**config.mk**
```make
export PLATFORM = sky130hd
export DESIGN_NAME = inst_fifo_flat
export DESIGN_NICKNAME = d
export VERILOG_FILES = /design/src/rtl/cpu_pkg.sv /design/src/rtl/inst_fifo_if.sv /design/src/rtl/inst_fifo_ram.sv /design/src/rtl/inst_fifo.sv /design/src/flat_wrapper.sv
export SDC_FILE = /design/constraint.sdc
export NUM_CORES = 2
export LEC_CHECK = 0
export ABC_AREA = 0
export ABC_CLOCK_PERIOD_IN_PS = 12400
export BUFFER_PORTS_ARGS = -buffer_cell sky130_fd_sc_hd__buf_2
export CORE_MARGIN = 1
export CORE_UTILIZATION = 50
export CTS_CLUSTER_DIAMETER = 30
export DETAILED_ROUTE_END_ITERATION = 7
export GPL_ROUTABILITY_DRIVEN = 1
export PLACE_DENSITY = 0.64
export SETUP_SLACK_MARGIN = 0.2
export SYNTH_ARGS = -nofsm -noshare
export SYNTH_HDL_FRONTEND = slang
export SYNTH_SLANG_ARGS = --single-unit
```
**constraint.sdc**
```tcl
create_clock -name clk -period 12.4 [get_ports clk]
set_clock_uncertainty 0.05 [all_clocks]
set_input_delay 0.62 -clock clk [delete_from_list [all_inputs] [get_ports clk]]
set_output_delay 0.62 -clock clk [all_outputs]
set_load 0.02 [all_outputs]
```
**src/rtl/cpu_pkg.sv**
```systemverilog
// Types shared between the fetch/decode pipeline blocks and the instruction buffer.
package cpu_pkg;

    typedef struct packed {
        logic [31:0] addr;
        logic [31:0] inst;
    } fifo_entry_t;

    localparam int FIFO_DEPTH_DEFAULT = 16;

endpackage

```
**src/rtl/inst_fifo_if.sv**
```systemverilog
// Fetch/decode side of the instruction buffer: push pairs, issue acks, head reads and status.
interface inst_fifo_if;

    logic        flush;
    logic        write_en1;
    logic        write_en2;
    logic [31:0] write_addr1;
    logic [31:0] write_addr2;
    logic [31:0] write_inst1;
    logic [31:0] write_inst2;
    logic        master_is_issue;
    logic        slave_is_issue;
    logic [31:0] read_addr1;
    logic [31:0] read_inst1;
    logic [31:0] read_addr2;
    logic [31:0] read_inst2;
    logic        fifo_empty;
    logic        fifo_almost_empty;
    logic        fifo_almost_full;
    logic        fifo_full;

    modport master (
        output flush, write_en1, write_en2, write_addr1, write_addr2,
               write_inst1, write_inst2, master_is_issue, slave_is_issue,
        input  read_addr1, read_inst1, read_addr2, read_inst2,
               fifo_empty, fifo_almost_empty, fifo_almost_full, fifo_full
    );

    modport slave (
        input  flush, write_en1, write_en2, write_addr1, write_addr2,
               write_inst1, write_inst2, master_is_issue, slave_is_issue,
        output read_addr1, read_inst1, read_addr2, read_inst2,
               fifo_empty, fifo_almost_empty, fifo_almost_full, fifo_full
    );

endinterface

```
**src/rtl/inst_fifo_ram.sv**
```systemverilog
// 2-write / 2-read register array of fifo entries with asynchronous read.
module inst_fifo_ram
    import cpu_pkg::*;
#(
    parameter int DEPTH = FIFO_DEPTH_DEFAULT
) (
    input  logic                     clk,
    input  logic                     we1,
    input  logic                     we2,
    input  logic [$clog2(DEPTH)-1:0] waddr1,
    input  logic [$clog2(DEPTH)-1:0] waddr2,
    input  fifo_entry_t              wdata1,
    input  fifo_entry_t              wdata2,
    input  logic [$clog2(DEPTH)-1:0] raddr1,
    input  logic [$clog2(DEPTH)-1:0] raddr2,
    output fifo_entry_t              rdata1,
    output fifo_entry_t              rdata2
);

    fifo_entry_t mem [DEPTH];

    // NOTE: storage carries no reset; validity is tracked by the pointers and count,
    // so clearing every word would only add reset fan-out.
    always_ff @(posedge clk) begin
        if (we1) mem[waddr1] <= wdata1;
        if (we2) mem[waddr2] <= wdata2;
    end

    assign rdata1 = mem[raddr1];
    assign rdata2 = mem[raddr2];

endmodule

```
**src/rtl/inst_fifo.sv**
```systemverilog
// Dual-push / dual-pop instruction buffer between fetch and dual-issue decode,
// with clipped pops, capacity-limited pushes, flush and registered status flags.
module inst_fifo
    import cpu_pkg::*;
#(
    parameter int DEPTH = FIFO_DEPTH_DEFAULT
) (
    input logic        clk,
    input logic        rst,
    inst_fifo_if.slave fifo
);

    localparam int PW = $clog2(DEPTH);
    localparam int CW = PW + 1;

    logic [PW-1:0] wr_ptr_q, wr_ptr_d;
    logic [PW-1:0] rd_ptr_q, rd_ptr_d;
    logic [CW-1:0] count_q, count_d;

    logic [1:0]    pop_req, pop_n;
    logic [1:0]    push_req, push_n;
    logic [CW-1:0] free_slots;

    fifo_entry_t   wdata1, wdata2, rdata1, rdata2;

    // NOTE: every combinational output is given a default before any branch so no
    // path leaves it unassigned and no latch is inferred.
    always_comb begin
        pop_req    = 2'(fifo.master_is_issue) + 2'(fifo.slave_is_issue);
        pop_n      = pop_req;
        push_req   = 2'd0;
        push_n     = 2'd0;
        free_slots = '0;
        wr_ptr_d   = wr_ptr_q;
        rd_ptr_d   = rd_ptr_q;
        count_d    = count_q;

        if (CW'(pop_req) > count_q) pop_n = count_q[1:0];

        if (fifo.write_en1) push_req = fifo.write_en2 ? 2'd2 : 2'd1;

        // Slots freed by this cycle's pops can be refilled in the same cycle.
        free_slots = CW'(DEPTH) - count_q + CW'(pop_n);
        push_n     = (CW'(push_req) > free_slots) ? free_slots[1:0] : push_req;

        if (fifo.flush) begin
            pop_n    = 2'd0;
            push_n   = 2'd0;
            wr_ptr_d = '0;
            rd_ptr_d = '0;
            count_d  = '0;
        end else begin
            wr_ptr_d = wr_ptr_q + PW'(push_n);
            rd_ptr_d = rd_ptr_q + PW'(pop_n);
            count_d  = count_q + CW'(push_n) - CW'(pop_n);
        end
    end

    // NOTE: sequential state uses non-blocking assignments so every flop samples
    // the pre-edge values regardless of statement order.
    always_ff @(posedge clk) begin
        if (rst) begin
            wr_ptr_q <= '0;
            rd_ptr_q <= '0;
            count_q  <= '0;
        end else begin
            wr_ptr_q <= wr_ptr_d;
            rd_ptr_q <= rd_ptr_d;
            count_q  <= count_d;
        end
    end

    assign wdata1 = '{addr: fifo.write_addr1, inst: fifo.write_inst1};
    assign wdata2 = '{addr: fifo.write_addr2, inst: fifo.write_inst2};

    inst_fifo_ram #(.DEPTH(DEPTH)) u_ram (
        .clk    (clk),
        .we1    (push_n != 2'd0),
        .we2    (push_n == 2'd2),
        .waddr1 (wr_ptr_q),
        .waddr2 (wr_ptr_q + PW'(1)),
        .wdata1 (wdata1),
        .wdata2 (wdata2),
        .raddr1 (rd_ptr_q),
        .raddr2 (rd_ptr_q + PW'(1)),
        .rdata1 (rdata1),
        .rdata2 (rdata2)
    );

    assign fifo.read_addr1 = (count_q != '0)      ? rdata1.addr : '0;
    assign fifo.read_inst1 = (count_q != '0)      ? rdata1.inst : '0;
    assign fifo.read_addr2 = (count_q >= CW'(2))  ? rdata2.addr : '0;
    assign fifo.read_inst2 = (count_q >= CW'(2))  ? rdata2.inst : '0;

    assign fifo.fifo_empty        = (count_q == '0);
    assign fifo.fifo_almost_empty = (count_q == CW'(1));
    assign fifo.fifo_almost_full  = (count_q >= CW'(DEPTH - 2));
    assign fifo.fifo_full         = (count_q == CW'(DEPTH));

endmodule

```
**src/flat_wrapper.sv**
```systemverilog
// flat-port wrapper written by rule: the top's interface ports become plain ports
module inst_fifo_flat import cpu_pkg::*;
#(
    parameter int DEPTH = FIFO_DEPTH_DEFAULT
)
  (clk, rst, fifo_flush, fifo_write_en1, fifo_write_en2, fifo_write_addr1, fifo_write_addr2, fifo_write_inst1, fifo_write_inst2, fifo_master_is_issue, fifo_slave_is_issue, fifo_read_addr1, fifo_read_inst1, fifo_read_addr2, fifo_read_inst2, fifo_fifo_empty, fifo_fifo_almost_empty, fifo_fifo_almost_full, fifo_fifo_full);
  inst_fifo_if fifo_i ();
  input logic clk;
  input logic rst;
  input wire logic [$bits(fifo_i.flush)-1:0] fifo_flush;
  input wire logic [$bits(fifo_i.write_en1)-1:0] fifo_write_en1;
  input wire logic [$bits(fifo_i.write_en2)-1:0] fifo_write_en2;
  input wire logic [$bits(fifo_i.write_addr1)-1:0] fifo_write_addr1;
  input wire logic [$bits(fifo_i.write_addr2)-1:0] fifo_write_addr2;
  input wire logic [$bits(fifo_i.write_inst1)-1:0] fifo_write_inst1;
  input wire logic [$bits(fifo_i.write_inst2)-1:0] fifo_write_inst2;
  input wire logic [$bits(fifo_i.master_is_issue)-1:0] fifo_master_is_issue;
  input wire logic [$bits(fifo_i.slave_is_issue)-1:0] fifo_slave_is_issue;
  output wire logic [$bits(fifo_i.read_addr1)-1:0] fifo_read_addr1;
  output wire logic [$bits(fifo_i.read_inst1)-1:0] fifo_read_inst1;
  output wire logic [$bits(fifo_i.read_addr2)-1:0] fifo_read_addr2;
  output wire logic [$bits(fifo_i.read_inst2)-1:0] fifo_read_inst2;
  output wire logic [$bits(fifo_i.fifo_empty)-1:0] fifo_fifo_empty;
  output wire logic [$bits(fifo_i.fifo_almost_empty)-1:0] fifo_fifo_almost_empty;
  output wire logic [$bits(fifo_i.fifo_almost_full)-1:0] fifo_fifo_almost_full;
  output wire logic [$bits(fifo_i.fifo_full)-1:0] fifo_fifo_full;
  assign fifo_i.flush = fifo_flush;
  assign fifo_i.write_en1 = fifo_write_en1;
  assign fifo_i.write_en2 = fifo_write_en2;
  assign fifo_i.write_addr1 = fifo_write_addr1;
  assign fifo_i.write_addr2 = fifo_write_addr2;
  assign fifo_i.write_inst1 = fifo_write_inst1;
  assign fifo_i.write_inst2 = fifo_write_inst2;
  assign fifo_i.master_is_issue = fifo_master_is_issue;
  assign fifo_i.slave_is_issue = fifo_slave_is_issue;
  assign fifo_read_addr1 = fifo_i.read_addr1;
  assign fifo_read_inst1 = fifo_i.read_inst1;
  assign fifo_read_addr2 = fifo_i.read_addr2;
  assign fifo_read_inst2 = fifo_i.read_inst2;
  assign fifo_fifo_empty = fifo_i.fifo_empty;
  assign fifo_fifo_almost_empty = fifo_i.fifo_almost_empty;
  assign fifo_fifo_almost_full = fifo_i.fifo_almost_full;
  assign fifo_fifo_full = fifo_i.fifo_full;
  inst_fifo #(.DEPTH(DEPTH)) u_core (.clk(clk), .rst(rst), .fifo(fifo_i));
endmodule
```
After elaboration in Yosys (flattened, before gate mapping)
Memory sizes are Yosys's and may differ from the RTL's. A register that Yosys moved wholly into a read port is not among the register bits.
Cells that the tools add are included.
- flip-flop bits (word level): 13
- RAM bits: 1024
- input bits: 135
- word-level logic and storage cells: 38
- memories kept: 1
- memory list (name ; words ; bits a word ; rd ports ; clocked after memory_dff ; wr ports ; line ; text):
    u_core.u_ram.mem ; 16 ; 64 ; 2 ; 1 ; 2 ; inst_fifo_ram.sv:20 ; fifo_entry_t mem [DEPTH];
- add/subtract/negate cells: 9
- magnitude comparators: 4
- equal/unequal tests: 3
- mux-type cells: 14
- reductions and logical operators: 4
- operator list (operator ; count):
    $mux 32 ; 4
    $add 5x2->5 ; 2
    $gt 2x5->1 ; 2
    $mux 2 ; 5
    $add 4x1->4 const B ; 2
    $add 4x2->4 ; 2
    $eq 5x1->1 const B ; 1
    $eq 5x5->1 const B ; 1
    $ge 5x2->1 const B ; 1
    $ge 5x4->1 const B ; 1
    $logic_not 5->1 ; 1
    $reduce_bool 5->1 ; 1
    $sub 5x2->5 ; 1
    $sub 5x5->5 const A ; 1
    $mux 1 ; 4
    $mux 4 ; 1
    $add 1x1->2 ; 1
    $eq 2x2->1 const B ; 1
    $reduce_bool 2->1 ; 1
    $reduce_or 2->1 ; 1

Depth between registers and ports, before layout
- depth after elaboration: 10
- depth in mapped cells: 23
- depth with buffers taken out: 23

Hierarchy
Synthesis repeated with hierarchy kept, for this count alone.
- cells, all modules: 3677
- area total of the unflattened synthesis: 60360.4 µm²
- modules (own cells, without submodules) (module ; times used ; cells an instance ; area each (µm²) ; seq. area each (µm²)):
    inst_fifo_ram ; 1 ; 3401 ; 58298.4 ; 30749.5
    inst_fifo ; 1 ; 276 ; 2062.0 ; 260.2

Worst setup path before layout
OpenSTA, ideal clock, no wires.
- path kind: input -> register
- from: input fifo_slave_is_issue
- to: memory u_core.u_ram.mem[15][0] (netlist bit), enable pin
- library setup time: 0.582 ns
- data arrival time: 8.491 ns
- data required time: 11.768 ns
- setup slack: 3.277 ns
- stages: 15
- path through: ha_1 inv_1 ha_1 nand4_1 o2111ai_1 o21ai_0 inv_1 fa_1 ha_1 and2b_2 o21ai_0 a221oi_4 mux2_2 nand2_1 o31ai_1
- RTL lines (item ; line ; text):
    start, declared ; flat_wrapper.sv:18 ; input wire logic [$bits(fifo_i.slave_is_issue)-1:0] fifo_slave_is_issue;
    end, declared ; inst_fifo_ram.sv:20 ;

==> impl_metrics.yaml <==
die:
  dieArea_um2: 131000
  die_w_um: 362
  row_count: 131
  io_pins: 267
  die_y_um: 362
  start_util_pct: 50.5
  core_area_um2: 128000
routing:
  drc_errors: 0
  routedWlPerCell_um: 34.5
  wirelength_mm: 194
  vias: 38200
  antenna_left: 0
  via_per_inst: 6.79
  drt_iter0_drc: 4134
  drtPass1Iterations: 5
sta:
  maxSlewViolCount: 0
  min_period_ps: 7540
  hold_violations: 0
  setup_tns_ps: 0
  max_slew_margin_pct: 15.6
  tightest_slew_ps: 1260
  finalSetupViolations: 0
  fmax_mhz: 133
  timing.final.crit_share_pct: 60.8
  grt_setup_unrepaired: "no"
worst_hold_path:
  min-delay-start: "rst"
  worst_hold_path.endpoint: "u_core.wr_ptr_q[0]"
  hold_depth: 3
  min_path_type: "input pin to flip-flop"
placement:
  placed_area_um2: 65700
  routabilityCongestion: 0.794
  port_buffers: 266
  dpl.hpwl_mm: 107
worst_setup_path:
  worstPathCellList: "inv_1, ha_1, nor2b_1, o2111ai_1, o21ai_0, inv_1, fa_1, ha_1, and2b_2, o21ai_0, a221oi_4, mux2i_4, nand3_4, o21ai_4, buf_4, buf_4"
  cp.arrival_ps: 7990
  critical_path.slowest_cell: "mux2i_4"
  crit_path_end_kind: "flip-flop"
  rr_startpoint: "u_core.count_q[1]"
  start_kind: "flip-flop"
  slowest_delay_ps: 920
  worstPathMaxFanout: 29
  r2r_end: "u_core.u_ram.mem[8][24]"
  reg2regPathDepth: 16
  rrSetupSlack_ps: 4860
  worstSetupPathType: "flip-flop to flip-flop"
  worstPathRequired_ps: 12850
synthesis:
  ys.warnings.count: 0
  syn_nets: 3701
  synth-edff-count: 1024
  synth_area_um2: 64600
  synthCells: 3539
  avgSynthCellArea_um2: 18.3
  synth_seq_area_share_pct: 48.0
  synth_seq_cells: 1037
  async_flop_share_pct: 0
  synthFlopType: "edfxtp_1"
  ys_types: 52
layout:
  multi_input_area_um2: 30600
  regArea_um2: 31000
  final_cell_mix: "edfxtp_1, mux2_4, mux4_2"
  final_common_cell: "edfxtp_1"
  drive_above_1_share_pct: 57.2
  syn2layout_area_growth_pct: 16.2
  fin_area_um2: 75100
  finalNetCount: 3916
  fill_cells: 9368
clocking:
  cts_tree: "yes"
  cts_resized: 0
  cts-root-buf: "clkbuf_16"
  cts_buffer_depth: 4
  post-cts-setup-buffers: 0
  cts_buffers: 286
  cts_sinks: 1037
  htree_num_levels: 5
  hold_buffers: 0
  path_clk_slew_ps: 40
  insertion_delay_ps: 880
pwr:
  ir_worst_vdd_mv: 0.165
  leakage_nw: 26.2
  powerDensity_nw_per_um2: 202
  total_power_mw: 15.1
global_route:
  track_usage_pct: 29.7
  grt_pass1_wl_mm: 281
  grt_pass1_vias: 40200
  grt-ovfl-total: 0
  grt_max_degree: 134
  antenna_found_initial: 25
job:
  cap_violations: 0
status:
  status: "finished clean"
==> area by class of cell <==
type	instances	share of cell area [%]
well taps	1662	2.77
clock inverters	158	2.57
flip-flops and latches	1037	41.3
inverters	18	0.0900
repair buffers	346	2.59
multi-input cells	2065	40.7
clock buffers	331	9.87
diodes	11	0.0367
==> worst max-delay path by stage <==
stage	startpoint	end	slack, ps	cells past startpoint
floorplan	fifo_slave_is_issue	u_core.u_ram.mem[15][0]	3280	15
global placement	fifo_slave_is_issue	u_core.u_ram.mem[8][25]	4640	18
detailed placement	fifo_slave_is_issue	u_core.u_ram.mem[8][23]	4640	18
CTS	u_core.count_q[1]	u_core.u_ram.mem[8][24]	4900	16
global route	u_core.count_q[1]	u_core.u_ram.mem[8][24]	4470	16
finish	u_core.count_q[1]	u_core.u_ram.mem[8][24]	4860	16
==> power by group <==
part / switching (mW) / leakage [nW] / internal [mW]
logic: 2.11 / 12.3 / 1.77
registers: 0.0633 / 9.35 / 3.98
clock network: 2.13 / 4.55 / 5.10
total: 4.30 / 26.2 / 10.8
==> routing by layer <==
layer	GRT usage (%)	part of all wire (%)	vias to the layer above
met4	9.53	2.7	16
met1	39.7	40	20600
met5	0	0.057	-
li1	-	-	15200
met3	6.68	8.6	380
met2	48.2	48	2028
==> sequential cells by signal, summed over array words and instances, names as in the netlist <==
register,cells
u_core.rd_ptr_q,4
u_core.u_ram.mem,1024
u_core.count_q,5
u_core.wr_ptr_q,4
==> cell families (layout without fill, tap and decap cells) <==
| kind of cell | count (synthesis) | count (layout) | share of synthesized area, % |
|---|---|---|---|
| muxes | 1668 | 1668 | 42.4 |
| adders and majority gates | 27 | 27 | 0.581 |
| other | 0 | 11 | 0 |
| AOI/OAI and AO/OA | 155 | 155 | 1.78 |
| DFF | 1037 | 1037 | 48.0 |
| and+or+nand+nor | 206 | 206 | 2.02 |
| xor gates and xnor gates | 9 | 9 | 0.122 |
| buffers and inverters | 437 | 853 | 5.10 |
==> worst max-delay path: cells and delay by family (launching register included) <==
kind                     cells  cell delay, ps
AND/OR/NAND/NOR              3            1090
AO/OA/AOI/OAI                5            1960
flip-flops                   1             440
buffers and inverters        4            1460
multiplexers                 1             920
adder cells (fa/ha/maj)      3            1170
==> synthesized netlist by cell type, types with 3 or more instances <==
| cell type | number | area [um^2] |
|---|---|---|
| mux2_1 | 147 | 1660 |
| a21oi_1 | 5 | 25.0 |
| xnor2_1 | 5 | 43.8 |
| nand2_1 | 10 | 37.5 |
| mux2i_1 | 66 | 661 |
| nand2b_1 | 3 | 18.8 |
| buf_1 | 47 | 176 |
| nor2_1 | 20 | 75.1 |
| ha_1 | 22 | 275 |
| xor2_1 | 4 | 35.0 |
| a211oi_1 | 128 | 961 |
| mux4_2 | 576 | 13000 |
| and2b_2 | 4 | 35.0 |
| buf_6 | 22 | 248 |
| inv_1 | 18 | 67.6 |
| clkbuf_1 | 189 | 709 |
| clkdlybuf4s15_1 | 60 | 601 |
| a22oi_1 | 4 | 30.0 |
| nor3_1 | 3 | 15.0 |
| mux2_4 | 589 | 8840 |
| dfxtp_1 | 13 | 260 |
| nor2b_1 | 131 | 820 |
| mux2_2 | 289 | 3250 |
| edfxtp_1 | 1024 | 30700 |
| o21ai_0 | 10 | 50.1 |
| and3_1 | 5 | 31.3 |
| nand3_1 | 5 | 25.0 |
| buf_2 | 16 | 80.1 |
| and2_1 | 7 | 43.8 |
| fa_1 | 5 | 100 |
| buf_12 | 61 | 1220 |
| nand3_4 | 7 | 123 |
| buf_4 | 22 | 165 |
==> metrics by stage <==
step | hold WS [ps] | instances | utilization [%] | worst slack [ps]
3_3_place_gp | 571 | 5128 | 51.4 | 4640
5_1_grt | 58.2 | 5623 | 58.7 | 4470
2_1_floorplan | 524 | 3539 | - | 3280
3_5_place_dp | 590 | 5128 | 51.4 | 4640
6_report | 57.1 | 5628 | 58.7 | 4860
4_1_cts | 14.8 | 5617 | 58.7 | 4900
No activity file was read; power rests on OpenSTA's default activity.
